<file path="src/rtl/operand_queue.sv">
// Operand queue: an in-order operand store with multi-entry consume and append.
// Slot 0 always holds the oldest operand; the valid bits form a thermometer code starting at slot 0.
module operand_queue #(
    parameter int WIDTH = 8,
    parameter int DEPTH = 3,
    parameter int CW    = $clog2(DEPTH + 1)
) (
    input  logic                   clk,
    input  logic                   reset,
    input  logic                   put_en,
    input  logic [WIDTH-1:0]       put_value,
    input  logic                   op_en,
    input  logic [CW-1:0]          op_count,
    input  logic                   clear,
    output logic [DEPTH*WIDTH-1:0] slot_data,
    output logic [DEPTH-1:0]       slot_valid,
    output logic [CW-1:0]          count,
    output logic                   full,
    output logic                   empty,
    output logic                   op_ready,
    output logic                   overflow,
    output logic                   op_err
);

    typedef logic [DEPTH-1:0][WIDTH-1:0] slots_t;

    slots_t           slots_q, slots_d;
    logic [DEPTH-1:0] valid_q, valid_d;
    logic [CW-1:0]    count_q, count_d;
    logic             overflow_q, overflow_d;
    logic             op_err_q, op_err_d;
    logic             accept;

    assign op_ready = (op_count <= count_q);
    assign accept   = op_en && op_ready;

    always_comb begin
        slots_d    = slots_q;
        count_d    = count_q;
        overflow_d = overflow_q;
        op_err_d   = 1'b0;
        if (clear) begin
            slots_d    = '0;
            count_d    = '0;
            overflow_d = 1'b0;
        end else begin
            op_err_d = op_en && !accept;
            // Pop first so a put in the same cycle lands behind the survivors.
            if (accept) begin
                for (int i = 0; i < DEPTH; i++) begin
                    slots_d[i] = '0;
                    for (int j = 0; j < DEPTH; j++) begin
                        if (j == i + int'(op_count)) slots_d[i] = slots_q[j];
                    end
                end
                count_d = count_q - op_count;
            end
            if (put_en) begin
                if (int'(count_d) < DEPTH) begin
                    for (int i = 0; i < DEPTH; i++) begin
                        if (i == int'(count_d)) slots_d[i] = put_value;
                    end
                    count_d = count_d + CW'(1);
                end else begin
                    overflow_d = 1'b1;
                end
            end
        end
        for (int i = 0; i < DEPTH; i++) begin
            valid_d[i] = (i < int'(count_d));
        end
    end

    always_ff @(posedge clk or negedge reset) begin
        if (!reset) begin
            slots_q    <= '0;
            valid_q    <= '0;
            count_q    <= '0;
            overflow_q <= 1'b0;
            op_err_q   <= 1'b0;
        end else begin
            slots_q    <= slots_d;
            valid_q    <= valid_d;
            count_q    <= count_d;
            overflow_q <= overflow_d;
            op_err_q   <= op_err_d;
        end
    end

    assign slot_data  = slots_q;
    assign slot_valid = valid_q;
    assign count      = count_q;
    assign full       = (count_q == CW'(DEPTH));
    assign empty      = (count_q == '0);
    assign overflow   = overflow_q;
    assign op_err     = op_err_q;

endmodule

</file>
<file path="config.mk">
export PLATFORM = sky130hd
export DESIGN_NAME = operand_queue
export DESIGN_NICKNAME = d
export VERILOG_FILES = /design/src/rtl/operand_queue.sv
export SDC_FILE = /design/constraint.sdc
export NUM_CORES = 1
export LEC_CHECK = 0
export CORE_UTILIZATION = 26
export DETAILED_ROUTE_END_ITERATION = 6
export DONT_BUFFER_PORTS = 1
export REMOVE_ABC_BUFFERS = 1
export SETUP_SLACK_MARGIN = 0.4
export SLEW_MARGIN = 20
export SYNTH_ARGS = -nofsm -noshare
export SYNTH_HDL_FRONTEND = slang
export SYNTH_SLANG_ARGS = --single-unit
</file>
<file path="constraint.sdc">
create_clock -name clk -period 1.9 [get_ports clk]
set_input_delay 0 -clock clk [delete_from_list [all_inputs] [get_ports clk]]
set_output_delay 0 -clock clk [all_outputs]
set_load 0.01 [all_outputs]
</file>
### After elaboration in Yosys (flattened, before gate mapping)

Cells that the tools add are included.

| word-level totals | value |
|---|---|
| register bits after elaboration | 31 |
| input port bits | 15 |
| output and inout port bits | 34 |
| logic and storage cells | 61 |

| operators by class | value |
|---|---|
| add/subtract/negate cells | 4 |
| magnitude comparators | 5 |
| eq/ne operators | 10 |
| multiplexer cells | 25 |
| reduce and logical (&&, ||, !) cells | 10 |

Operator list:

| cell | count |
|---|---|
| 32-bit zero test | 3 |
| 24-bit two-way mux | 4 |
| 8-bit two-way mux | 12 |
| 2-bit by 32-bit equality test with 1-bit output, first input constant | 2 |
| 2-bit two-way mux | 5 |
| 2-bit equality test, first input constant | 4 |
| 2-bit by 3-bit equality test with 1-bit output, first input constant | 2 |
| 2-bit zero test | 2 |
| 1-bit by 2-bit less-than comparator with 1-bit output, first input constant | 2 |
| 1-bit two-way mux | 4 |
| 1-bit by 2-bit adder with 3-bit output, first input constant | 1 |
| 2-bit by 2-bit adder with 3-bit output, first input constant | 1 |
| 2-bit by 1-bit adder with 2-bit output, second input constant | 1 |
| 2-bit equality test, second input constant | 1 |
| 2-bit <= comparator | 1 |
| 1-bit logical AND | 2 |
| 2-bit less-than comparator, first input constant | 1 |
| 2-bit less-than comparator, second input constant | 1 |
| 2-bit inequality test, second input constant | 1 |
| 2-bit AND reduction | 1 |
| 2-bit nonzero test | 1 |
| 2-bit subtractor | 1 |
| 1-bit zero test | 1 |

### Logic depth before layout (Yosys ltp)

Gate-level depths: netlist (run 1).

| depth | value |
|---|---|
| depth in word-level cells | 10 |
| gate-level depth with buffers | 10 |
| gate-level depth less buffers | 9 |

### Worst setup path before layout (run 1)

OpenSTA, ideal clock, no wires.

| path | value |
|---|---|
| kind | flip-flop to flip-flop |
| start point | reg count_q[0], in the netlist count[0] |
| end point | reg slots_q (netlist bit slot_data[15]) |
| setup time | 0.138 ns |
| data arrival time | 2.088 ns |
| required time | 1.762 ns |
| setup slack | -0.327 ns |
| cell stages (with the launch flop) | 11 |
| buffers on the path | 2 |
| period minus slack after synthesis | 2.227 ns |
| cell sequence | dfrtp_1 > inv_1 > ha_1 > fa_1 > a21boi_2 > inv_2 > nand2_2 > buf_4 > buf_4 > a22oi_1 > a211oi_2 |

RTL lines:

| item | line | text |
|---|---|---|
| from (decl) | 29 | `logic [CW-1:0] count_q, count_d;` |
| from (signal assigned) | 84 | `count_q <= count_d;` |
| to (signal assigned) | 82 | `slots_q <= slots_d;` |
| to (decl) | 27 | `slots_t slots_q, slots_d;` |

==> reports/qor.csv, run 1 <==
stage,metric,value,unit
power,Worst IR Drop VDD,0.3117,mV
synth,top_reg_cell synth,dfrtp_1,
critical_path,CP max-delay cell,fa_2,
cells_and_area,fillers,654,
cells_and_area,footprint of the multi-input gates,0.001212,mm2
placement,Post-Place Setup Slack,-0.4038,ns
die,I/O pin count,49,
min_path,Hold Path Class,in2reg,
die,Placeable Area,0.006756,mm2
cts,Sink Count,30,
die,Rows,30,
critical_path,critical path endpoint category,register,
timing,relative slew slack,76.00,%
cts,clk slew on worst S/H paths,0.07,ns
synth,#FFs+latches synth,30,
timing,fin crit period,2.245,ns
synth,Post-synth top cells,"30 x dfrtp_1, 18 x nand2_1, 17 x nor2_1",
timing,final hold violations,30,
cells_and_area,final core occ,38.87,%
global_route,initial antenna violation count,0,
global_route,largest net degree at the start of global routing,31,
cts,Clock Latency Late Sink,0.29,ns
critical_path,crit path DAT,2.46,ns
flow_run,max-cap violations,0,
timing,Max Fclk,445.4,MHz
critical_path,Crit path largest cell delay,0.41,ns
cells_and_area,Post-Layout Inst Area,0.002626,mm2
die,height of the die,85.51,um
synth,"Cell Area, Synth",0.001813,mm2
cells_and_area,Final nets,229,
cells_and_area,register area,750.7,um2
status,failing checks,"negative hold slack, negative setup slack",
power,P_int,1805,uW
route,Routed WL per cell,20.78,um
timing,RSZ-0062 raised after global routing,yes,
synth,Synth async-reset ratio,100.0,%
cts,CTS buffer count,5,
synth,Post-synth EDFFs,0,
route,Via Count,1615,
die,total die area,0.007311,mm2
cells_and_area,# diodes,0,
timing,Layout Skew,0.008201,ns
synth,share of the synthesized area in the top cell type,41.41,%
critical_path,crit path cell chain,inv_2 > ha_4 > fa_2 > nand2b_4 > buf_6 > o32ai_4 > a211oi_4 > buf_12 > or3_4 > a21oi_2,
global_route,vias in the first global route,1679,
timing,fin crit share,118.2,%
route,drt pass-1 iters,4,
placement,port buffer count,0,
timing,Setup Viol. Count Final,27,
global_route,first-pass GRT wire length,9197,um
critical_path,critical path type,reg2reg,
power,clock network fraction of total power,31.0,%
synth,Synth Instances,178,
synth,top-count cell post-synth,dfrtp_1,
cells_and_area,share of layout cells above drive strength 1,47.17,%
die,Die Width,85.51,um
synth,synth top area cells,"dfrtp_1 41%, a21oi_1 4.4%, nand2_1 3.7%, nor2_1 3.5%, a22oi_1 3.3%",
cells_and_area,"Area growth, synth to finish",44.86,%
cts,H-tree levels,2,
power,PwrDens,1020,mW/mm2
route,Routed Antenna Nets,0,
cts,CTS Hold Buffers Added,2,
critical_path,"Max FO, Critical Path",14,
critical_path,Worst EP required,2.12,ns
route,1st-iter DRT viols,138,
power,static leakage,0.001031,uW
synth,Synth Warn #,0,
cts,Longest Clk Path Bufs,2,
synth,Mapped Avg Cell Area,10.19,um2
timing,Final WS setup,-0.3454,ns
timing,Final Max Tran Viols,0,
power,sequential share of power,31.3,%
critical_path,type of origin of the critical path,register,
synth,Synth area leader,dfrtp_1,
status,status,"finished, violations left",
placement,placed inst area,0.002049,mm2
power,Sw Share,32.66,%
cts,CTS tree,built,
global_route,GRT overflow,0,
power,P_sw,875.2,uW
synth,Synth cell types,45,
synth,sequential fraction of the synthesis area,41.41,%
die,starting density of the core,26.83,%
route,mean number of vias per cell,5.531,
placement,Post-DP HPWL,3571,um
power,power share of the combinational group,37.6,%
route,routed wire length,6069,um
placement,GPL Wtd Cong,0.7759,
route,DRC Markers,0,
global_route,gr usage total,16.82,%
timing,final hold slack,-0.2418,ns
timing,Worst Tran Pin Value,0.3597,ns
cts,root buf cell,clkbuf_8,
==> worst max-delay path: cells and delay by family, from the launching register on <==
family	cells	cell delay [ns]
AO/OA/AOI/OAI	3	0.34
AND/OR/NAND/NOR	2	0.55
flip-flops	1	0.38
buffers and inverters	3	0.36
adder cells (fa/ha/maj)	2	0.53
==> flip-flops by register name, indices dropped and copies added, names as in the netlist <==
signal	flops
slot_valid	3
slot_data	24
count	1
op_err	1
overflow	1
==> path summary, 6_finish.rpt <==
| path | startpoint | to | slack (ns) | cells after the start |
|---|---|---|---|---|
| min in group asynchronous | reset | slot_data[19] | 0.16 | 2 |
| max in group asynchronous | reset | slot_data[6] | 1.56 | 2 |
| setup / recovery | count[0] | slot_data[6] | -0.35 | 10 |
| setup reg to reg | count[0] | slot_data[6] | -0.35 | 10 |
| hold / removal | clear | slot_data[19] | -0.24 | 1 |
| hold reg to reg | overflow | overflow | 0.58 | 2 |
==> power groups by stage <==
stage / clock [uW] / combinational (uW) / sequential [uW]
floorplan: 0 / 417 / 822
global placement: 0 / 648 / 847
detailed placement: 0 / 657 / 849
CTS: 843 / 863 / 840
global route: 861 / 1080 / 850
finish: 831 / 1010 / 840
==> routing by layer <==
layer	global-route usage [%]	vias to the layer above	part of all wire, %
met5	0	-	0
met4	6.667	0	1.6
met3	5.390	11	7.6
met2	27.35	53	49
met1	20.76	825	42
li1	-	726	-
==> kinds of logic after synthesis <==
kind of cell,after synthesis,share of synthesized area (%)
AND/OR/NAND/NOR,76,24.36
AO/OA/AOI/OAI,51,25.40
flip-flops,30,41.41
buffers and inverters,18,6.349
adder cells (fa/ha/maj),3,2.484
==> layout by cell type (no fill, tap or decap), drive strengths merged, types with 2 or more instances in the layout <==
| cell type | n |
|---|---|
| inv | 6 |
| clkbuf | 6 |
| dfrtp | 30 |
| ha | 2 |
| a211oi | 10 |
| nand3b | 8 |
| buf | 34 |
| bufinv | 2 |
| a31oi | 2 |
| or3 | 4 |
| a21oi | 17 |
| nor2 | 17 |
| and3 | 5 |
| nor3 | 5 |
| and2 | 3 |
| nand4 | 7 |
| a221oi | 4 |
| nand2 | 20 |
| a22oi | 8 |
| nor2b | 6 |
| a2111oi | 4 |
==> area by class of cell <==
type | instances | share of cell area (%)
Sequential cell | 30 | 28.59
Inverter | 7 | 1.191
Clock buffer | 6 | 3.144
Tap cell | 80 | 3.811
Timing Repair Buffer | 35 | 14.82
Multi-Input combinational cell | 132 | 46.16
Clock inverter | 2 | 2.287
==> timing repair <==
action	CTS	global route
gates resized for setup	18	44
setup buffers	6	1
pin swaps	9	19
gates cloned	3	0
endpoints found under the setup margin	31	31
hold endpoints to repair	60	30
==> per-stage QoR <==
stage                     total power [uW]  TNS [ns]  hold slack [ns]  std cells
after CTS                             2545    -7.042          -0.2478        291
after global placement                1495    -7.319          -0.2946        272
after detailed placement              1506    -8.116          -0.2945        272
after floorplan                       1239    -8.357          -0.2956        167
after global routing                  2794    -9.404          -0.2501        292
final                                 2680    -7.064          -0.2418        292
Note: power is estimated with default switching activity, not from simulation.
==> run 2: changes to the inputs <==
--- a/config.mk
+++ b/config.mk
@@ -5,9 +5,9 @@
 export SDC_FILE = /design/constraint.sdc
 export NUM_CORES = 1
 export LEC_CHECK = 0
+export BUFFER_PORTS_ARGS = -buffer_cell sky130_fd_sc_hd__clkbuf_2
 export CORE_UTILIZATION = 26
 export DETAILED_ROUTE_END_ITERATION = 6
-export DONT_BUFFER_PORTS = 1
 export REMOVE_ABC_BUFFERS = 1
 export SETUP_SLACK_MARGIN = 0.4
 export SLEW_MARGIN = 20
==> constraint.sdc (replaced) <==
create_clock -name clk -period 2.8 [get_ports clk]
set_input_delay 0 -clock clk [delete_from_list [all_inputs] [get_ports clk]]
set_output_delay 0 -clock clk [all_outputs]
set_load 0.01 [all_outputs]
==> run 2 against run 1 <==
- the flow now finishes without violations
- total power is 39% lower
- critical endpoint is now slot_data[10]
- highest routed layer unchanged
- worst setup slack better by 0.91 ns
- register-to-register slack better by 0.91 ns
- combinational power is 45% lower
- largest cell class unchanged
- non-clock buffer count is 31 higher
==> reports/qor.csv, run 2 (synthesis results as in run 1) <==
stage,metric,value,unit,change
status,status,"complete, no violations",,"was finished, violations left"
cells_and_area,Final nets,258,,was 229
timing,relative slew slack,49.18,%,was 76.00%
min_path,Hold Path Class,in2reg,,unchanged
cts,H-tree levels,2,,unchanged
route,1st-iter DRT viols,105,,was 138
power,Worst IR Drop VDD,0.2149,mV,was 0.3117 mV
power,total power draw,1646,uW,was 2680 uW
cells_and_area,share of layout cells above drive strength 1,38.59,%,was 47.17%
cells_and_area,"commonest non-fill, non-tap cell in the layout",clkbuf_2,,was dfrtp_1
cells_and_area,# diodes,0,,unchanged
timing,Layout Skew,0.007670,ns,was 0.008201 ns
placement,Post-Place Setup Slack,0.2798,ns,was -0.4038 ns
global_route,largest net degree at the start of global routing,31,,unchanged
timing,Post-Route Setup TNS,0,ns,was -7.064 ns
critical_path,type of origin of the critical path,register,,unchanged
timing,fin crit share,80.01,%,was 118.2%
power,PwrDens,677.5,mW/mm2,was 1020 mW/mm2
global_route,GRT overflow,0,,unchanged
route,Routed Antenna Nets,0,,unchanged
cells_and_area,max reg flops,24,,unchanged
die,Die Width,85.51,um,unchanged
global_route,initial antenna violation count,0,,unchanged
cts,Clock Latency Late Sink,0.29,ns,about the same
timing,RSZ-0062 raised after global routing,no,,was yes
critical_path,critical path type,reg2reg,,unchanged
timing,Final Max Tran Viols,0,,unchanged
route,routed wire length,5064,um,was 6069 um
global_route,first-pass GRT wire length,8093,um,was 9197 um
route,drt pass-1 iters,4,,unchanged
die,Placeable Area,0.006756,mm2,unchanged
critical_path,crit path DAT,2.42,ns,was 2.46 ns
die,starting density of the core,26.83,%,unchanged
timing,final hold violations,0,,was 30
cells_and_area,"Area growth, synth to finish",34.02,%,was 44.86%
critical_path,critical path endpoint category,register,,unchanged
route,Via Count,1619,,was 1615
global_route,gr usage total,14.32,%,was 16.82%
cts,Sink Count,30,,unchanged
placement,GPL Wtd Cong,0.7319,,was 0.7759
cells_and_area,most frequent cells in the layout,"48 x clkbuf_2, 30 x dfrtp_1, 18 x nand2_1",,"was 30 x dfrtp_1, 18 x nand2_1, 18 x buf_4"
timing,Worst Tran Pin Value,0.7624,ns,was 0.3597 ns
die,total die area,0.007311,mm2,unchanged
route,DRC Markers,0,,unchanged
timing,Setup Viol. Count Final,0,,was 27
timing,fin crit period,2.240,ns,was 2.245 ns
timing,Final WS setup,0.5596,ns,was -0.3454 ns
power,static leakage,0.001089,uW,was 0.001031 uW
cts,root buf cell,clkbuf_8,,unchanged
die,height of the die,85.51,um,unchanged
critical_path,Worst EP required,2.98,ns,was 2.12 ns
placement,port buffer count,48,,was 0
die,Rows,30,,unchanged
cts,CTS buffer count,5,,unchanged
global_route,vias in the first global route,1579,,was 1679
critical_path,CP max-delay cell,fa_2,,unchanged
placement,Post-DP HPWL,3349,um,was 3571 um
timing,Max Fclk,446.3,MHz,was 445.4 MHz
cts,CTS tree,built,,unchanged
critical_path,crit path cell chain,inv_1 > ha_1 > fa_2 > a21boi_4 > inv_2 > nand2_4 > nor3_4 > buf_4 > a22oi_1 > a211oi_1,,was inv_2 > ha_4 > fa_2 > nand2b_4 > buf_6 > o32ai_4 > a211oi_4 > buf_12 > or3_4 > a21oi_2
die,I/O pin count,49,,unchanged
cells_and_area,fillers,706,,was 654
cts,clk slew on worst S/H paths,0.07,ns,about the same
flow_run,max-cap violations,0,,unchanged
critical_path,"Max FO, Critical Path",5,,was 14
cts,Longest Clk Path Bufs,2,,unchanged
critical_path,Crit path largest cell delay,0.38,ns,was 0.41 ns
route,Routed WL per cell,15.78,um,was 20.78 um
route,mean number of vias per cell,5.044,,was 5.531
-- run 2: cell count changes in the layout (fill, tap and decap cells not counted), sizes merged --
cell and change:
clkbuf +48, buf -25, dlygate4sd3 +8, nand4 -2, clkinv -1, inv +1
-- run 2: worst paths after layout --
path	cells after the start	start	to	slack, ns
setup / recovery	10	count[0]	slot_data[10]	0.56
hold reg to reg	2	overflow	overflow	0.52
hold / removal	3	put_en	slot_valid[1]	0.02
max in group asynchronous	2	reset	slot_data[20]	2.00
setup reg to reg	10	count[0]	slot_data[10]	0.56
min in group asynchronous	2	reset	op_err	0.31
-- run 2: critical path, delay by kind of cell, from the launching register on --
family / cells / cell delay [ns]
AO/OA/AOI/OAI: 3 / 0.51
flip-flops: 1 / 0.37
buffers and inverters: 3 / 0.35
AND/OR/NAND/NOR: 2 / 0.34
adder cells (fa/ha/maj): 2 / 0.57
-- run 2: timing repair --
action | in CTS | in global routing
gates cloned | 0 | 0
resized for setup | 5 | 10
hold endpoints to repair | 42 | 0
endpoints found under the setup margin | 10 | 24
pin swaps | 1 | 1
buffers inserted | 4 | 2
hold buffers | 9 | 0
-- run 2: layout make-up --
| type | instances | area [um2] | area share (%) |
|---|---|---|---|
| clock inverter | 2 | 60.06 | 2.472 |
| clock buffer | 6 | 82.58 | 3.399 |
| timing repair buffer | 66 | 401.6 | 16.53 |
| inverter | 7 | 26.28 | 1.081 |
| multi-input combinational | 130 | 1008 | 41.50 |
| sequential | 30 | 750.7 | 30.90 |
| tap | 80 | 100.1 | 4.119 |
-- run 2: report_power, final --
part	switching [uW]	leakage, uW	internal (uW)
registers	48.1	0.000405	485
logic	304	0.000612	249
clock network	180	0.0000714	380
total	532	0.00109	1110
-- run 2: layer usage --
layer,share of wire (%),vias up,GRT usage [%]
li1,-,768,-
met1,47,796,18.83
met2,47,46,23.05
met3,5.0,9,3.272
met4,1.5,0,5.303
met5,0,-,0
-- run 2: metrics by stage --
stage	hold WS [ns]	cells	util (%)	area, um2
after floorplan	-0.2956	167	-	1724
after global placement	0.1237	298	30.89	2087
after detailed placement	0.1175	298	30.89	2087
after CTS	0.003141	319	35.13	2374
after global routing	0.05556	321	35.96	2430
final	0.01560	321	35.96	2430
